## config.mk

```make
export PLATFORM = sky130hd
export DESIGN_NAME = req_arbiter3_flat
export DESIGN_NICKNAME = d
export VERILOG_FILES = /design/src/rtl/req_arbiter3_if.sv /design/src/rtl/req_arbiter3.sv /design/src/flat_wrapper.sv
export SDC_FILE = /design/constraint.sdc
export NUM_CORES = 1
export LEC_CHECK = 0
export ABC_AREA = 1
export BUFFER_PORTS_ARGS = -buffer_cell sky130_fd_sc_hd__buf_2
export CORE_MARGIN = 8
export CORE_UTILIZATION = 53
export CTS_CLUSTER_SIZE = 8
export DETAILED_ROUTE_END_ITERATION = 6
export GPL_TIMING_DRIVEN = 0
export HOLD_SLACK_MARGIN = 0.05
export PLACE_DENSITY_LB_ADDON = 0.05
export SLEW_MARGIN = 20
export SYNTH_ARGS = -nofsm -noshare
export SYNTH_HDL_FRONTEND = slang
export SYNTH_SLANG_ARGS = --single-unit
```

## constraint.sdc

```tcl
create_clock -name clk -period 2.4 [get_ports clk]
set_input_delay 0.12 -clock clk [delete_from_list [all_inputs] [get_ports clk]]
set_output_delay 0.12 -clock clk [all_outputs]
set_load 0.03 [all_outputs]
```

## src/rtl/req_arbiter3_if.sv

```systemverilog
// Request/grant bundle between three requesters and the shared-resource arbiter.
// Handshake: a requester holds req[i] high until done; it owns the resource in every cycle its gnt[i] is high.
interface req_arbiter3_if;
   logic       rr_mode;
   logic [2:0] req;
   logic [2:0] gnt;
   logic [1:0] gnt_id;
   logic       busy;
   logic       timeout;
   logic       dbg_state;  // 0 = IDLE, 1 = GRANT

   modport master (
      output rr_mode, req,
      input  gnt, gnt_id, busy, timeout, dbg_state
   );

   modport slave (
      input  rr_mode, req,
      output gnt, gnt_id, busy, timeout, dbg_state
   );
endinterface

```

## src/rtl/req_arbiter3.sv

```systemverilog
// Three-way arbiter: fixed-priority or round-robin, registered one-hot grant,
// grant hold with MAX_HOLD timeout and one-shot masking of the timed-out owner.
module req_arbiter3 #(
   parameter int MAX_HOLD = 8,
   parameter int HOLD_W   = 4
) (
   input logic          clk,
   input logic          reset_n,
   req_arbiter3_if.slave bus
);

   typedef enum logic {IDLE = 1'b0, GRANT = 1'b1} state_t;

   state_t              state_q, state_d;
   logic [2:0]          gnt_q, gnt_d;
   logic [HOLD_W-1:0]   hold_q, hold_d;
   logic [2:0]          mask_q, mask_d;
   logic [1:0]          last_q, last_d;
   logic                timeout_q, timeout_d;

   logic [2:0]          masked;
   logic [2:0]          elig;
   logic [1:0]          winner;

   // First set index of e scanning upward from (last+1) mod 3; later k overwritten by earlier k.
   function automatic logic [1:0] rr_pick(input logic [2:0] e, input logic [1:0] last);
      logic [1:0] idx;
      rr_pick = 2'd0;
      for (int k = 2; k >= 0; k--) begin
         idx = 2'((int'(last) + 1 + k) % 3);
         if (e[idx]) rr_pick = idx;
      end
   endfunction

   always_comb begin
      masked = bus.req & ~mask_q;
      elig   = (masked != 3'b000) ? masked : bus.req;
      if (bus.rr_mode) begin
         winner = rr_pick(elig, last_q);
      end else begin
         winner = elig[2] ? 2'd2 : (elig[1] ? 2'd1 : 2'd0);
      end
   end

   always_comb begin
      state_d   = state_q;
      gnt_d     = gnt_q;
      hold_d    = hold_q;
      mask_d    = mask_q;
      last_d    = last_q;
      timeout_d = 1'b0;
      case (state_q)
         IDLE: begin
            if (elig != 3'b000) begin
               gnt_d   = 3'b001 << winner;
               hold_d  = HOLD_W'(1);
               mask_d  = 3'b000;
               last_d  = winner;
               state_d = GRANT;
            end
         end
         GRANT: begin
            if ((bus.req & gnt_q) == 3'b000) begin
               gnt_d   = 3'b000;
               hold_d  = '0;
               state_d = IDLE;
            end else if (hold_q == HOLD_W'(MAX_HOLD)) begin
               gnt_d     = 3'b000;
               hold_d    = '0;
               timeout_d = 1'b1;
               mask_d    = gnt_q;
               state_d   = IDLE;
            end else begin
               hold_d = hold_q + HOLD_W'(1);
            end
         end
         default: begin
            gnt_d   = 3'b000;
            hold_d  = '0;
            state_d = IDLE;
         end
      endcase
   end

   always_ff @(posedge clk) begin
      if (!reset_n) begin
         state_q   <= IDLE;
         gnt_q     <= 3'b000;
         hold_q    <= '0;
         mask_q    <= 3'b000;
         last_q    <= 2'd2;
         timeout_q <= 1'b0;
      end else begin
         state_q   <= state_d;
         gnt_q     <= gnt_d;
         hold_q    <= hold_d;
         mask_q    <= mask_d;
         last_q    <= last_d;
         timeout_q <= timeout_d;
      end
   end

   assign bus.gnt       = gnt_q;
   assign bus.gnt_id    = gnt_q[2] ? 2'd3 : (gnt_q[1] ? 2'd2 : (gnt_q[0] ? 2'd1 : 2'd0));
   assign bus.busy      = |gnt_q;
   assign bus.timeout   = timeout_q;
   assign bus.dbg_state = state_q;

endmodule
```

## src/flat_wrapper.sv

```systemverilog
// flat-port wrapper written by rule: the top's interface ports become plain ports
module req_arbiter3_flat 
#(
   parameter int MAX_HOLD = 8,
   parameter int HOLD_W   = 4
)
  (clk, reset_n, bus_rr_mode, bus_req, bus_gnt, bus_gnt_id, bus_busy, bus_timeout, bus_dbg_state);
  req_arbiter3_if bus_i ();
  input logic clk;
  input logic reset_n;
  input wire logic [$bits(bus_i.rr_mode)-1:0] bus_rr_mode;
  input wire logic [$bits(bus_i.req)-1:0] bus_req;
  output wire logic [$bits(bus_i.gnt)-1:0] bus_gnt;
  output wire logic [$bits(bus_i.gnt_id)-1:0] bus_gnt_id;
  output wire logic [$bits(bus_i.busy)-1:0] bus_busy;
  output wire logic [$bits(bus_i.timeout)-1:0] bus_timeout;
  output wire logic [$bits(bus_i.dbg_state)-1:0] bus_dbg_state;
  assign bus_i.rr_mode = bus_rr_mode;
  assign bus_i.req = bus_req;
  assign bus_gnt = bus_i.gnt;
  assign bus_gnt_id = bus_i.gnt_id;
  assign bus_busy = bus_i.busy;
  assign bus_timeout = bus_i.timeout;
  assign bus_dbg_state = bus_i.dbg_state;
  req_arbiter3 #(.MAX_HOLD(MAX_HOLD), .HOLD_W(HOLD_W)) u_core (.clk(clk), .reset_n(reset_n), .bus(bus_i));
endmodule
```

## Word-level counts from Yosys, hierarchy flattened

Index checks and enable logic that the tools add are counted.

- Mux-type cells: 33
- Order comparisons: 3
- Bitwise logic cells: 5
- $mul: 0
- Add/subtract/negate cells: 4
- Div/mod/pow operators: 3
- Shifts and indexed selects: 1
- Reductions and logical operators: 8
- Equal/unequal tests: 5

Operators with widths:

| operator | count |
|---|---|
| remainder unit 32 x 3 -> 32 bit (second input constant) | 3 |
| adder 32 x 2 -> 32 bit (second input constant) | 1 |
| adder 32 x 3 -> 32 bit (second input constant) | 1 |
| two-way mux 3 bit | 7 |
| two-way mux 2 bit | 7 |
| two-way mux 4 bit | 3 |
| one-hot mux 3 bit (2 select lines) | 2 |
| < comparator 2 x 3 -> 1 bit (second input constant) | 3 |
| two-way mux 1 bit | 9 |
| one-hot mux 4 bit (2 select lines) | 1 |
| AND 3 bit | 2 |
| binary-select mux 1 bit (select 2 bit) | 3 |
| nonzero test 3 bit | 2 |
| OR reduction 3 bit | 2 |
| adder 4 x 1 -> 4 bit (second input constant) | 1 |
| equality test 4 bit (second input constant) | 1 |
| inequality test 2 bit (second input constant) | 2 |
| AND reduction 2 bit | 2 |
| adder 2 x 1 -> 3 bit (second input constant) | 1 |
| zero test 3 bit | 1 |
| inequality test 3 bit (second input constant) | 1 |
| inverter 3 bit | 1 |
| AND reduction 3 bit | 1 |
| << shifter 1 x 2 -> 3 bit (first input constant) | 1 |
| other kinds (3) | 4 |

- Memory bits (read-only): 0
- Flip-flop bits (word level): 14
- Bits of input ports: 6
- Memories kept: 0
- Memory bits (writable): 0
- Output and inout bits: 8
- Bits in latches: 0

## Depth between registers and ports, before layout

Gate-level depths: netlist of the first run.

- Word-level depth: 13
- Depth in mapped cells: 15
- Mapped depth without buffers: 15

## Least setup slack after synthesis of the first run

OpenSTA, ideal clock, no wires.

- Path kind: reg2reg
- From: register u_core.last_q[0]
- To: register u_core.last_q[0]
- Path slack: 829 ps
- Cell stages (with the launch flop): 13
- Data required time: 2287 ps
- Library setup time: 113 ps
- Buffers on the path: 0
- Arrival time: 1458 ps
- Cells stage by stage: dfxtp_1 inv_1 ha_1 inv_1 nand3_1 nand3_1 nand2_1 nor2_1 nand2_1 nand2_1 nand2_1 o21ai_1 inv_1

- Longest elaborated chain between the ends: 9

RTL lines:

| element | line | RTL |
|---|---|---|
| start: declaration | req_arbiter3.sv:18 | `logic [1:0] last_q, last_d;` |
| start signal: assignment | req_arbiter3.sv:98 | `last_q <= last_d;` |
| adder 2 x 1 -> 3 bit (*) | req_arbiter3.sv:30 | `idx = 2'((int'(last) + 1 + k) % 3);` |
| adder 32 x 3 -> 32 bit | req_arbiter3.sv:30 |  |
| remainder unit 32 x 3 -> 32 bit | req_arbiter3.sv:30 |  |
| binary-select mux 1 bit (select 2 bit) | req_arbiter3.sv:31 | `if (e[idx]) rr_pick = idx;` |
| two-way mux 1 bit (implied by the code) | req_arbiter3.sv:31 |  |
| two-way mux 2 bit (2 in series) | req_arbiter3.sv:31 |  |
| two-way mux 2 bit (*) | req_arbiter3.sv:31 |  |
| two-way mux 2 bit (*) | req_arbiter3.sv:38 | `if (bus.rr_mode) begin` |

Every way passes the cells marked *; elsewhere a longest branch is shown, timed or not. The select of a mux whose other input is x is not followed.
A chain may end at the register's enable or synchronous reset.

## Worst setup path after layout of the first run

Same ends and word-level chain as after synthesis.

==> impl_metrics.env, run 1 <==
export IMPL_status="completed"
export IMPL_routedWlPerCell_um=11.4
export IMPL_die_area_um2=3310
export IMPL_critPathLaunchType="register"
export IMPL_cts_hold_buf=0
export IMPL_core_um2=1670
export IMPL_hold_depth=3
export IMPL_final_layout_size_suffix_gt1_share_pct=20.0
export IMPL_worstReg2RegStart="u_core.last_q[0]"
export IMPL_clk_latency_ns=0.28
export IMPL_grt_overflow=0
export IMPL_finalSetupViolCount=0
export IMPL_cellInternalPower_mw=0.451
export IMPL_rows=15
export IMPL_seqCellArea_um2=280
export IMPL_max_freq_mhz=552
export IMPL_clock_sinks=14
export IMPL_crit_arrival_ns=1.98
export IMPL_crit_fanout=6
export IMPL_fill_cells=154
export IMPL_cts_buffer_depth=2
export IMPL_numCtsBuffers=3
export IMPL_r2r_cells=12
export IMPL_final_cell_mix="nand2_1 (27), inv_1 (22), nand3_1 (19)"
export IMPL_dp_cells=163
export IMPL_grt_pass1_wl_um=3250
export IMPL_place_gp_congestion=0.797
export IMPL_synth_top_cell_area_share_pct=30.6
export IMPL_syn_to_final_growth_pct=13.4
export IMPL_worst_setup_hold_path_clk_slew_ns=0.10
export IMPL_reg2reg_to="u_core.last_q[0]"
export IMPL_drc_errors=0
export IMPL_pwr_share_clk_pct=22.0
export IMPL_slew_headroom_pct=77.5
export IMPL_postCtsSetupRepairBufs=0
export IMPL_final_nets=163
export IMPL_layoutNonFillerInstCount=167
export IMPL_grt_pass1_vias=799
export IMPL_hold_viol_final=0
export IMPL_antenna_cells=0
export IMPL_io_buffer_count=13
export IMPL_p_comb_share_pct=41.6
export IMPL_drtIter0Drc=24
export IMPL_worst_hold_path_endpoint="u_core.bus.gnt[0]"
export IMPL_dr_pass1_iters=4
export IMPL_via_per_inst=5.23
export IMPL_yosysUniqueCellTypes=26
export IMPL_slew_violations=0
export IMPL_die_w_um=57.5
export IMPL_fin_setup_tns_ns=0
export IMPL_yosysSeqAreaShare_pct=30.6
export IMPL_ir_drop_mv=0.487
export IMPL_worstSetupPathType="reg2reg"
export IMPL_rsz0062_at_grt="false"
export IMPL_cts_root_buf="clkbuf_4"
export IMPL_tritoncts="yes"
export IMPL_hold_class="in2reg"
export IMPL_min_period_ns=1.81
export IMPL_hold_ws_ns=0.133
export IMPL_dr_total_vias=874
export IMPL_syn_inst=133
export IMPL_mostFrequentLayoutCell="nand2_1"
export IMPL_finClkSkew_ns=0.0119
export IMPL_cts_resized=0
export IMPL_grtUsageTotal_pct=11.9
export IMPL_syn_cell_area_um2=915
export IMPL_swShare_pct=41.6
export IMPL_required_ns=2.57
export IMPL_avgSynthCellArea_um2=6.88
export IMPL_synthTopCellsByArea="dfxtp_1 (31%), nand2_1 (11%), nand3_1 (10%), inv_1 (9.0%), ha_1 (8.2%)"
export IMPL_final_util_pct=62.1
export IMPL_wirelength_um=1910
export IMPL_rrSetupSlack_ns=0.59
export IMPL_h_tree_depth=1
export IMPL_synth_seq_cells=14
export IMPL_antenna_left=0
export IMPL_grt_max_degree=11
export IMPL_drv_cap=0
export IMPL_power_density_nw_per_um2=744
export IMPL_period_share_pct=75.5
export IMPL_die_y_um=57.5
export IMPL_syn_num_nets=145
export IMPL_post_synth_top_area_cell="dfxtp_1"
export IMPL_power_leakage_nw=0.517
export IMPL_ioPinCount=14
export IMPL_hp_start="reset_n"
export IMPL_yosys_warnings=0
export IMPL_p_switching_mw=0.321
export IMPL_multi_input_area_um2=536
export IMPL_start_util_pct=54.8
export IMPL_worst_pin_slew_ns=0.334
export IMPL_power_frac_seq_pct=36.4
export IMPL_antenna_found_initial=0
export IMPL_end_kind="register"
[synthesized netlist by cell type]
library cell / instances
inv_1: 22
a21oi_2: 1
o21ai_0: 2
a31oi_1: 1
a21oi_1: 9
nand4_1: 3
inv_2: 2
nor2_4: 1
nand3_1: 19
nor3_2: 1
or2_1: 1
nand2_1: 27
o21ai_1: 2
clkbuf_2: 1
o22ai_1: 1
xor2_1: 1
nand2_2: 5
dfxtp_1: 14
clkinv_1: 1
a211oi_1: 3
ha_1: 6
nand4_4: 1
nor2_1: 6
o211ai_1: 1
nand2_4: 1
nor4_1: 1
[worst max path at each step]
stage                                start          endpoint  slack, ns
final                     u_core.last_q[0]  u_core.last_q[0]       0.59
after floorplan           u_core.last_q[0]  u_core.last_q[0]       0.83
after global placement    u_core.last_q[0]  u_core.last_q[0]       0.66
after detailed placement  u_core.last_q[0]  u_core.last_q[0]       0.61
after global routing      u_core.last_q[0]  u_core.last_q[0]       0.36
after CTS                 u_core.last_q[0]  u_core.last_q[0]       0.60
[layout make-up]
type	count	area share [%]
Buffer	1	0.483
Clock buffer	4	3.50
Inverter	25	9.05
Multi-Input combinational cell	93	51.6
Sequential cell	14	27.0
Tap cell	17	2.05
Timing Repair Buffer	13	6.27
[worst max-delay path, stage by stage, from the launching register on]
cell and delay, ns:
dfxtp_1 0.36, inv_1 0.08, ha_1 0.34, inv_1 0.16
nand3_1 0.11, nand3_1 0.11, nand2_1 0.08, nor2_1 0.09
nand2_1 0.05, nand2_1 0.06, nand2_1 0.09, o21ai_1 0.13
inv_1 0.04
[metrics by stage]
| stage | power (mW) | cell area, µm² | setup slack [ns] |
|---|---|---|---|
| after floorplan | 0.532 | 915 | 0.829 |
| after global placement | 0.601 | 1000 | 0.659 |
| after detailed placement | 0.608 | 1000 | 0.610 |
| after CTS | 0.777 | 1040 | 0.596 |
| after global routing | 0.829 | 1040 | 0.364 |
| final | 0.772 | 1040 | 0.587 |
[layer usage]
layer	vias up	global-route usage (%)	share of wire [%]
met2	12	20.9	48
met1	395	13.6	49
li1	465	-	-
met4	0	3.93	0.52
met5	-	0	0
met3	2	2.91	2.7
[registers in the layout (all words and copies together) (netlist names)]
signal and cells:
u_core.hold_q 4, u_core.bus.gnt 3, u_core.mask_q 3, u_core.last_q 2, u_core.bus.dbg_state 1, u_core.bus.timeout 1
[power groups by stage]
stage / Combinational (mW) / Sequential (mW) / Clock, mW
2_1_floorplan: 0.230 / 0.302 / 0
3_3_place_gp: 0.316 / 0.285 / 0
3_5_place_dp: 0.321 / 0.286 / 0
4_1_cts: 0.322 / 0.281 / 0.174
5_1_grt: 0.364 / 0.285 / 0.181
6_report: 0.321 / 0.281 / 0.170
[logic make-up (layout without fill, tap and decap cells)]
group	Yosys count	count (layout)	share of synthesized area [%]
and+or+nand+nor	66	66	36.7
DFF	14	14	30.6
AOI/OAI and AO/OA	20	20	12.7
adders and majority gates	6	6	8.21
buffers and inverters	26	43	10.8
xor gates and xnor gates	1	1	0.958
Note: power is estimated with default switching activity, not from simulation.
==> run 2, diff against run 1 <==
clock period = 1.8 ns   (was 2.4 ns; I/O delays follow)
==> run 2 against run 1 <==
Non-clock buffer count did not move. Combinational power rose by 38%. Design area is 1.4% higher. Flip-flop and latch count is the same. Routed wire length grew 0.37%. Register-to-register slack got worse by 0.39 ns. Via count up 0.57%. Maximum frequency up 13%. First-iteration DRC count decreased by 33%. Sequential power increased by 35%. Core utilization up 0.90 points. Critical path type unchanged. Largest cell class unchanged.
==> impl_metrics.env, run 2 (same netlist as run 1, synthesis figures left out) <==
export IMPL_status="completed"
export IMPL_end_kind="register"
export IMPL_antenna_found_initial=0
export IMPL_tritoncts="yes"
export IMPL_hold_viol_final=0
export IMPL_power_frac_seq_pct=36.2
export IMPL_power_density_nw_per_um2=995
export IMPL_grt_pass1_vias=799
export IMPL_via_per_inst=5.26
export IMPL_dr_pass1_iters=4
export IMPL_rsz0062_at_grt="false"
export IMPL_critPathLaunchType="register"
export IMPL_min_period_ns=1.61
export IMPL_worstSetupPathType="reg2reg"
export IMPL_grt_overflow=0
export IMPL_core_um2=1670
export IMPL_power_leakage_nw=0.517
export IMPL_cellInternalPower_mw=0.613
export IMPL_drc_errors=0
export IMPL_grtUsageTotal_pct=11.9
export IMPL_numCtsBuffers=3
export IMPL_slew_violations=0
export IMPL_final_cell_area_um2=1050
export IMPL_finClkSkew_ns=0.0124
export IMPL_setup_worst_path_start="u_core.last_q[0]"
export IMPL_mostFrequentLayoutCell="nand2_1"
export IMPL_syn_to_final_growth_pct=15.0
export IMPL_worstReg2RegStart="u_core.last_q[0]"
export IMPL_worst_pin_slew_ns=0.334
export IMPL_cts_root_buf="clkbuf_4"
export IMPL_crit_arrival_ns=1.77
export IMPL_io_buffer_count=13
export IMPL_die_area_um2=3310
export IMPL_antenna_left=0
export IMPL_worst_setup_hold_path_clk_slew_ns=0.10
export IMPL_pre_cts_ws_ns=0.0104
export IMPL_cpLargestDelayFamily="simple AND/OR/NAND/NOR gates"
export IMPL_final_cell_mix="nand2_1 (27), inv_1 (20), nand3_1 (19)"
export IMPL_crit_fanout=6
export IMPL_grt_max_degree=11
export IMPL_top_register="u_core.hold_q"
export IMPL_hold_class="in2reg"
export IMPL_max_stage_delay_ns=0.36
export IMPL_period_share_pct=89.2
export IMPL_hold_ws_ns=0.104
export IMPL_antenna_cells=0
export IMPL_cp_slowest_cell="dfxtp_2"
export IMPL_ir_drop_mv=0.639
export IMPL_final_layout_size_suffix_gt1_share_pct=23.3
export IMPL_crit_chain="inv_2 > ha_4 > inv_2 > nand3_1 > nand3_1 > nand2_1 > nor2_1 > nand2_1 > nand2_1 > nand2_1 > o21ai_1 > inv_1"
export IMPL_start_util_pct=54.8
export IMPL_largest_reg_flops=4
export IMPL_grt_pass1_wl_um=3250
export IMPL_path_common_cell="nand2_1"
export IMPL_drv_cap=0
export IMPL_fin_setup_tns_ns=0
export IMPL_rows=15
export IMPL_pwr_share_clk_pct=21.5
export IMPL_clk_latency_ns=0.28
export IMPL_wirelength_um=1910
export IMPL_routedWlPerCell_um=11.5
export IMPL_h_tree_depth=1
export IMPL_max_freq_mhz=623
export IMPL_cts_buffer_depth=2
export IMPL_slew_headroom_pct=77.5
export IMPL_hp_start="reset_n"
export IMPL_ioPinCount=14
export IMPL_required_ns=1.97
export IMPL_fin_ws_ns=0.194
export IMPL_p_total_mw=1.05
export IMPL_finalSetupViolCount=0
export IMPL_placedInstanceArea_um2=1000
export IMPL_dr_total_vias=879
export IMPL_p_switching_mw=0.434
export IMPL_die_y_um=57.5
export IMPL_path_buf_inv=3
export IMPL_p_comb_share_pct=42.3
export IMPL_final_nets=163
export IMPL_place_gp_congestion=0.797
export IMPL_swShare_pct=41.4
export IMPL_clock_sinks=14
export IMPL_die_w_um=57.5
export IMPL_cts_hold_buf=0
export IMPL_drtIter0Drc=16
run 2: routing by layer:
metal	part of all wire, %	GRT usage [%]	up-vias
met4	0.52	3.93	0
met5	0	0	-
met1	48	13.6	399
met3	3.1	2.91	2
li1	-	-	465
met2	48	20.9	13
run 2: final timing paths:
path	to	slack, ns	depth (start not counted)
setup reg to reg	u_core.last_q[0]	0.19	12
hold reg to reg	u_core.mask_q[2]	0.49	2
setup / recovery	u_core.last_q[0]	0.19	12
hold / removal	u_core.bus.gnt[0]	0.10	3
run 2: power groups by stage:
stage	clock network [mW]	logic [mW]	registers, mW
detailed placement	0	0.429	0.382
global route	0.241	0.501	0.384
global placement	0	0.421	0.380
finish	0.225	0.443	0.379
CTS	0.232	0.432	0.375
floorplan	0	0.307	0.403
run 2: area by class of cell:
type	count	area, µm²
multi-input combinational	93	548
fill	151	618
inverter	25	93.8
buffer	1	5.00
clock buffer	4	36.3
sequential	14	283
timing repair buffer	13	65.1
tap	17	21.3
run 2: timing repair:
item                                    4_1_cts  5_1_grt
pin swaps                                     0        0
hold endpoints to repair                      0        0
buffers inserted                              0        0
gates resized for setup                       1        4
endpoints found under the setup margin        1        3
cloned                                        0        0
run 2: worst reg2reg max path, delay by kind of cell, from the launching register on:
family / cells / cell delay (ns)
flops: 1 / 0.36
buf+inv: 3 / 0.19
compound gates: 1 / 0.13
fa+ha+maj: 1 / 0.25
simple gates: 7 / 0.59
run 2: per-stage QoR:
step,cells,util [%]
4_1_cts,167,62.1
2_1_floorplan,133,-
6_report,167,63.0
3_5_place_dp,163,59.9
5_1_grt,167,63.0
3_3_place_gp,163,59.9
